--- config.mk ---
export PLATFORM = sky130hd
export DESIGN_NAME = rns_forward_scheduler
export DESIGN_NICKNAME = d
export VERILOG_FILES = /design/src/rtl/rns_forward_scheduler.sv
export SDC_FILE = /design/constraint.sdc
export NUM_CORES = 1
export LEC_CHECK = 0
export CAP_MARGIN = 20
export CORE_MARGIN = 10
export CORE_UTILIZATION = 57
export DETAILED_ROUTE_END_ITERATION = 10
export HOLD_SLACK_MARGIN = 0.03
export MAX_ROUTING_LAYER = met4
export PLACE_DENSITY_LB_ADDON = 0.05
export SYNTH_ARGS = -nofsm -noshare
export SYNTH_HDL_FRONTEND = slang
export SYNTH_SLANG_ARGS = --single-unit
--- constraint.sdc ---
create_clock -name clk -period 5.6 [get_ports clk]
set_input_delay 1.12 -clock clk [delete_from_list [all_inputs] [get_ports clk]]
set_output_delay 1.12 -clock clk [all_outputs]
set_load 0.01 [all_outputs]
--- src/rtl/rns_forward_scheduler.sv ---
// Binary-to-RNS forward converter: one restoring-division reduction stage is
// time-shared across NUM_MOD moduli, one shift position per cycle.
module rns_forward_scheduler #(
  parameter int NUM_MOD = 3,
  parameter int DW      = 12,
  parameter int MW      = 8,
  parameter int SHIFTS  = 12
) (
  input  logic                   clk,
  input  logic                   rst,
  input  logic                   cfg_we,
  input  logic [1:0]             cfg_idx,
  input  logic [MW-1:0]          cfg_moduli,
  input  logic                   in_valid,
  output logic                   in_ready,
  input  logic [DW-1:0]          in_data,
  output logic                   out_valid,
  input  logic                   out_ready,
  output logic [NUM_MOD*MW-1:0]  out_residue,
  output logic [NUM_MOD-1:0]     out_error
);

  localparam int CW = DW + MW;
  localparam int SW = $clog2(SHIFTS);
  localparam int KW = $clog2(NUM_MOD);
  localparam logic [SW-1:0] SH_TOP = SW'(SHIFTS - 1);
  localparam logic [KW-1:0] CH_TOP = KW'(NUM_MOD - 1);

  typedef enum logic [1:0] {S_IDLE, S_REDUCE, S_DONE} state_t;

  state_t                     r_state, w_state_nxt;
  logic [NUM_MOD-1:0][MW-1:0] r_mod;
  logic [NUM_MOD-1:0][MW-1:0] r_snap;
  logic [NUM_MOD-1:0][MW-1:0] r_res;
  logic [NUM_MOD-1:0]         r_err;
  logic [DW-1:0]              r_op;
  logic [DW-1:0]              r_rem;
  logic [KW-1:0]              r_ch;
  logic [SW-1:0]              r_sh;

  logic                       w_accept;
  logic                       w_last_sh;
  logic                       w_last_ch;
  logic [MW-1:0]              w_cur_mod;
  logic                       w_mod_zero;
  logic [CW-1:0]              w_cand;
  logic                       w_ge;
  logic [DW-1:0]              w_rem_nxt;

  // Held low during reset even though the state register may still read IDLE.
  assign in_ready    = (r_state == S_IDLE) && !rst;
  assign out_valid   = (r_state == S_DONE);
  assign out_residue = r_res;
  assign out_error   = r_err;

  assign w_accept  = in_valid && in_ready;
  assign w_last_sh = (r_sh == '0);
  assign w_last_ch = (r_ch == CH_TOP);

  // Candidate is widened before shifting so modulus << 11 never truncates.
  assign w_cur_mod  = r_snap[r_ch];
  assign w_mod_zero = (w_cur_mod == '0);
  assign w_cand     = CW'(w_cur_mod) << r_sh;
  assign w_ge       = (CW'(r_rem) >= w_cand);
  assign w_rem_nxt  = w_ge ? DW'(CW'(r_rem) - w_cand) : r_rem;

  always_ff @(posedge clk) begin
    if (rst) begin
      for (int k = 0; k < NUM_MOD; k++) r_mod[k] <= MW'(255 - k);
    end else if (cfg_we) begin
      for (int k = 0; k < NUM_MOD; k++)
        if (cfg_idx == 2'(k)) r_mod[k] <= cfg_moduli;
    end
  end

  always_ff @(posedge clk) begin
    if (rst) r_state <= S_IDLE;
    else     r_state <= w_state_nxt;
  end

  always_comb begin
    w_state_nxt = r_state;
    case (r_state)
      S_IDLE:   if (w_accept) w_state_nxt = S_REDUCE;
      S_REDUCE: if (w_last_sh && w_last_ch) w_state_nxt = S_DONE;
      S_DONE:   if (out_ready) w_state_nxt = S_IDLE;
      default:  w_state_nxt = S_IDLE;
    endcase
  end

  always_ff @(posedge clk) begin
    if (rst) begin
      r_snap <= '0;
      r_res  <= '0;
      r_err  <= '0;
      r_op   <= '0;
      r_rem  <= '0;
      r_ch   <= '0;
      r_sh   <= SH_TOP;
    end else begin
      case (r_state)
        S_IDLE: begin
          if (w_accept) begin
            r_op   <= in_data;
            r_rem  <= in_data;
            r_ch   <= '0;
            r_sh   <= SH_TOP;
            r_snap <= r_mod;
          end
        end
        S_REDUCE: begin
          if (w_last_sh) begin
            // A zero modulus leaves rem at the operand; report 0 and flag it.
            r_res[r_ch] <= w_mod_zero ? '0 : w_rem_nxt[MW-1:0];
            r_err[r_ch] <= w_mod_zero;
            r_rem       <= r_op;
            if (!w_last_ch) begin
              r_ch <= r_ch + 1'b1;
              r_sh <= SH_TOP;
            end
          end else begin
            r_rem <= w_rem_nxt;
            r_sh  <= r_sh - 1'b1;
          end
        end
        default: ;
      endcase
    end
  end

endmodule

==> results.md <==
- Drt first pass iters: 5
- Mux share of post-synthesis cell area: 0.0876
- Largest net degree at the start of global routing: 92
- I/O pin total: 56
- Antenna violations before repair: 0
- Worst clock skew: 0.0105 ns
- Post-CTS setup buffer count: 0
- Final setup fails: 0
- DR iter-0 viols: 328
- TritonCTS clock tree: built
- Slew headroom: 0.459
- Global-route wire length before repair: 25.2 mm
- Gr usage total: 0.215
- Ys async rst share: 0
- Slew Limit Fails: 0
- Crit start category: flip-flop
- Ys Warns: 0
- Max VDD drop: 0.000283 V
- Vias in the first global route: 5,125
- TritonCTS buffer count: 9
- Avg Inst Size Synth: 8.13 sq um
- Yosys reg bits: 107
- DRT Wirelength: 15.3 mm
- Main synth FF type: dfxtp_1
- Maximum fanout along the worst path: 25
- ANT nets after route: 0
- Combinational family with the most area after synthesis: simple AND/OR/NAND/NOR gates
- Worst setup EP type: flip-flop
- Adder-cell area share of the yosys netlist: 0.0377
- Die area: 0.0147 sq mm
- CP arrival: 5.17 ns
- Worst min path class: flip-flop to flip-flop
- Root Driver: clkbuf_8
- Layout cell share with drive strength beyond 1: 0.0622
- Slowest stage cell, crit path: dfxtp_2
- Die Wd: 121 microns
- Overflow after GRT: 0
- Critical path, cell by cell: mux2i_1, mux4_2, a2bb2oi_1, a221o_1, or2_2, ha_1, or2_2, a21oi_1, a211oi_1, a211o_1, a31oi_1, a2111oi_4, buf_4, mux2i_1, o21ai_0
- Most common cell after layout, fill and taps aside: nand2_1
- H-Tree Depth: 3
- Antenna diode count: 0
- Die extent in y: 121 microns
- Starting density of the core: 0.592
- Tot Pwr: 0.00187 W
- Final hold vios: 0
- Syn nets: 762
- Via Count: 5,164
- Clk sinks: 107
- DP HPWL: 11.1 mm
- Fin Setup TNS: 0 ns
- Commonest non-fill, non-tap cells in the layout: nand2_1 (164), dfxtp_1 (106), clkdlybuf4s50_1 (54), nor2_1 (53), nand3b_1 (52)
- Post-synthesis xor/xnor area fraction: 0.0150
- Max-cap viol count: 0
- Clk_lat worst skew: 0.39 ns
- Placer Congestion: 0.977
- Achievable frequency: 203 MHz
- P_leak: 2.56 nW
- Post-synthesis compound-gate area fraction: 0.156
- Tmin final: 4.92 ns
- EDFF count, synth: 0
- Worst-Margin Slew: 0.791 ns
- DR WL/cell: 17.2 microns
- Setup repair after global routing missed its margin: no
- Syn Inst Count: 718
- CTS clock-pin slew for the worst setup and hold paths: 0.10 ns
- Post-synthesis cell type count: 60
- Max clock buf depth: 2
- Mapped Area: 0.00584 sq mm
- Post-synthesis sequential area ratio: 0.367
- Status: finished, final reports clean
- Post-DR vias/cell: 5.81
- CORE AREA: 0.00986 sq mm
- Slowest stage delay, CP: 0.64 ns
- Area growth syn-to-layout: 14.0%
- Simple-Gate Fraction of Synth Area: 0.297
- Nets: 795
- PortBufs: 55
- Row Count: 36
- Critical path data required time: 5.86 ns
- Pwr Density: 281 mW/mm^2
- DRC: 0
- Critical path class: flip-flop to flip-flop
- Tcrit/Tclk final: 0.878
## Yosys cell counts, types with 2 or more instances
| library cell | instances | area [sq um] |
|---|---|---|
| o22ai_1 | 4 | 25.0 |
| and2_0 | 2 | 12.5 |
| xnor2_1 | 5 | 43.8 |
| a21o_1 | 5 | 37.5 |
| buf_6 | 4 | 45.0 |
| o211ai_1 | 3 | 22.5 |
| a2bb2oi_1 | 2 | 17.5 |
| ha_1 | 16 | 200 |
| o22a_1 | 3 | 26.3 |
| buf_2 | 2 | 10.0 |
| a21oi_1 | 36 | 180 |
| nand2b_1 | 15 | 93.8 |
| o21ai_1 | 4 | 20.0 |
| o31ai_1 | 5 | 37.5 |
| or2_2 | 4 | 25.0 |
| nand3b_1 | 52 | 390 |
| nor2_1 | 53 | 199 |
| o21ai_0 | 35 | 175 |
| nand4_1 | 2 | 12.5 |
| nor3b_1 | 4 | 30.0 |
| a221o_1 | 2 | 20.0 |
| a211oi_1 | 3 | 22.5 |
| clkbuf_1 | 27 | 101 |
| or4_1 | 2 | 15.0 |
| mux2_2 | 4 | 45.0 |
| dfxtp_1 | 107 | 2140 |
| a221oi_1 | 4 | 35.0 |
| a211o_1 | 11 | 96.3 |
| a31oi_1 | 3 | 18.8 |
| and2_1 | 4 | 25.0 |
| mux4_2 | 9 | 203 |
| inv_1 | 11 | 41.3 |
| a21boi_0 | 2 | 15.0 |
| and3_1 | 2 | 12.5 |
| mux2i_1 | 25 | 250 |
| nand2_1 | 164 | 616 |
| o21bai_1 | 5 | 37.5 |
| and3b_1 | 2 | 17.5 |
| or4b_1 | 2 | 20.0 |
| nor2b_1 | 16 | 100 |
| xor2_1 | 5 | 43.8 |
| a22o_1 | 3 | 26.3 |
| nor3_1 | 13 | 65.1 |
| buf_1 | 7 | 26.3 |
| nand3_1 | 14 | 70.1 |
## kinds of logic (layout without fill, tap and decap cells)
kind of cell	after synthesis	in the layout
flops	107	107
buf+inv	53	91
xor+xnor	10	10
fa+ha+maj	17	17
simple gates	355	355
compound gates	137	137
mux	39	39
## report_power, final
group,switching (W),leakage (nW),internal (W)
sequential,0.0000379,0.878,0.000811
combinational,0.000275,1.57,0.000198
clock,0.000276,0.117,0.000271
## state kept, by name, summed over array words and instances (netlist names)
register / flops
out_error: 3
out_residue: 24
r_ch: 2
r_mod: 24
r_op: 12
r_rem: 12
r_sh: 4
r_snap: 24
r_state: 2
## critical path, delay by kind of cell, from the launching register on
| family | cells | cell delay [ns] |
|---|---|---|
| DFF | 1 | 0.64 |
| AOI/OAI and AO/OA | 8 | 1.72 |
| buffers and inverters | 1 | 0.26 |
| muxes | 3 | 1.23 |
| and+or+nand+nor | 2 | 0.60 |
| adders and majority gates | 1 | 0.32 |
## worst paths after layout
kind	slack (ns)	from	cells past startpoint	end
max	0.68	r_ch[0]	15	out_residue[13]
min	0.44	r_mod[19]	2	r_snap[19]
max reg2reg	0.68	r_ch[0]	15	out_residue[13]
min reg2reg	0.44	r_mod[19]	2	r_snap[19]
## routing by layer
metal	global-route usage	part of all wire
met3	0.0428	0.041
met2	0.359	0.48
met5	-	0
met4	0.0633	0.019
met1	0.257	0.46
## stage by stage
stage	hold WS [ns]	std cells	setup slack [ns]	instance area, sq um	utilization
final	0.440	889	0.682	6660	0.675
after global routing	0.469	889	0.358	6660	0.675
after CTS	0.440	889	0.402	6660	0.675
after detailed placement	0.426	873	0.456	6420	0.651
after global placement	0.429	873	0.566	6420	0.651
after floorplan	0.408	718	1.59	5840	-
## final cells by class
class | count | area (sq um)
Timing Repair Buffer | 63 | 606
Clock buffer | 11 | 141
Inverter | 12 | 45.0
Tap cell | 133 | 166
Clock inverter | 5 | 93.8
Fill cell | 854 | 3210
Sequential cell | 107 | 2140
Multi-Input combinational cell | 558 | 3460
## repair_timing
action / 4_1_cts / 5_1_grt
setup endpoints to repair: 0 / 2
gates resized for setup: 0 / 1
hold buffers: 0 / 0
Note: power is estimated with default switching activity, not from simulation.
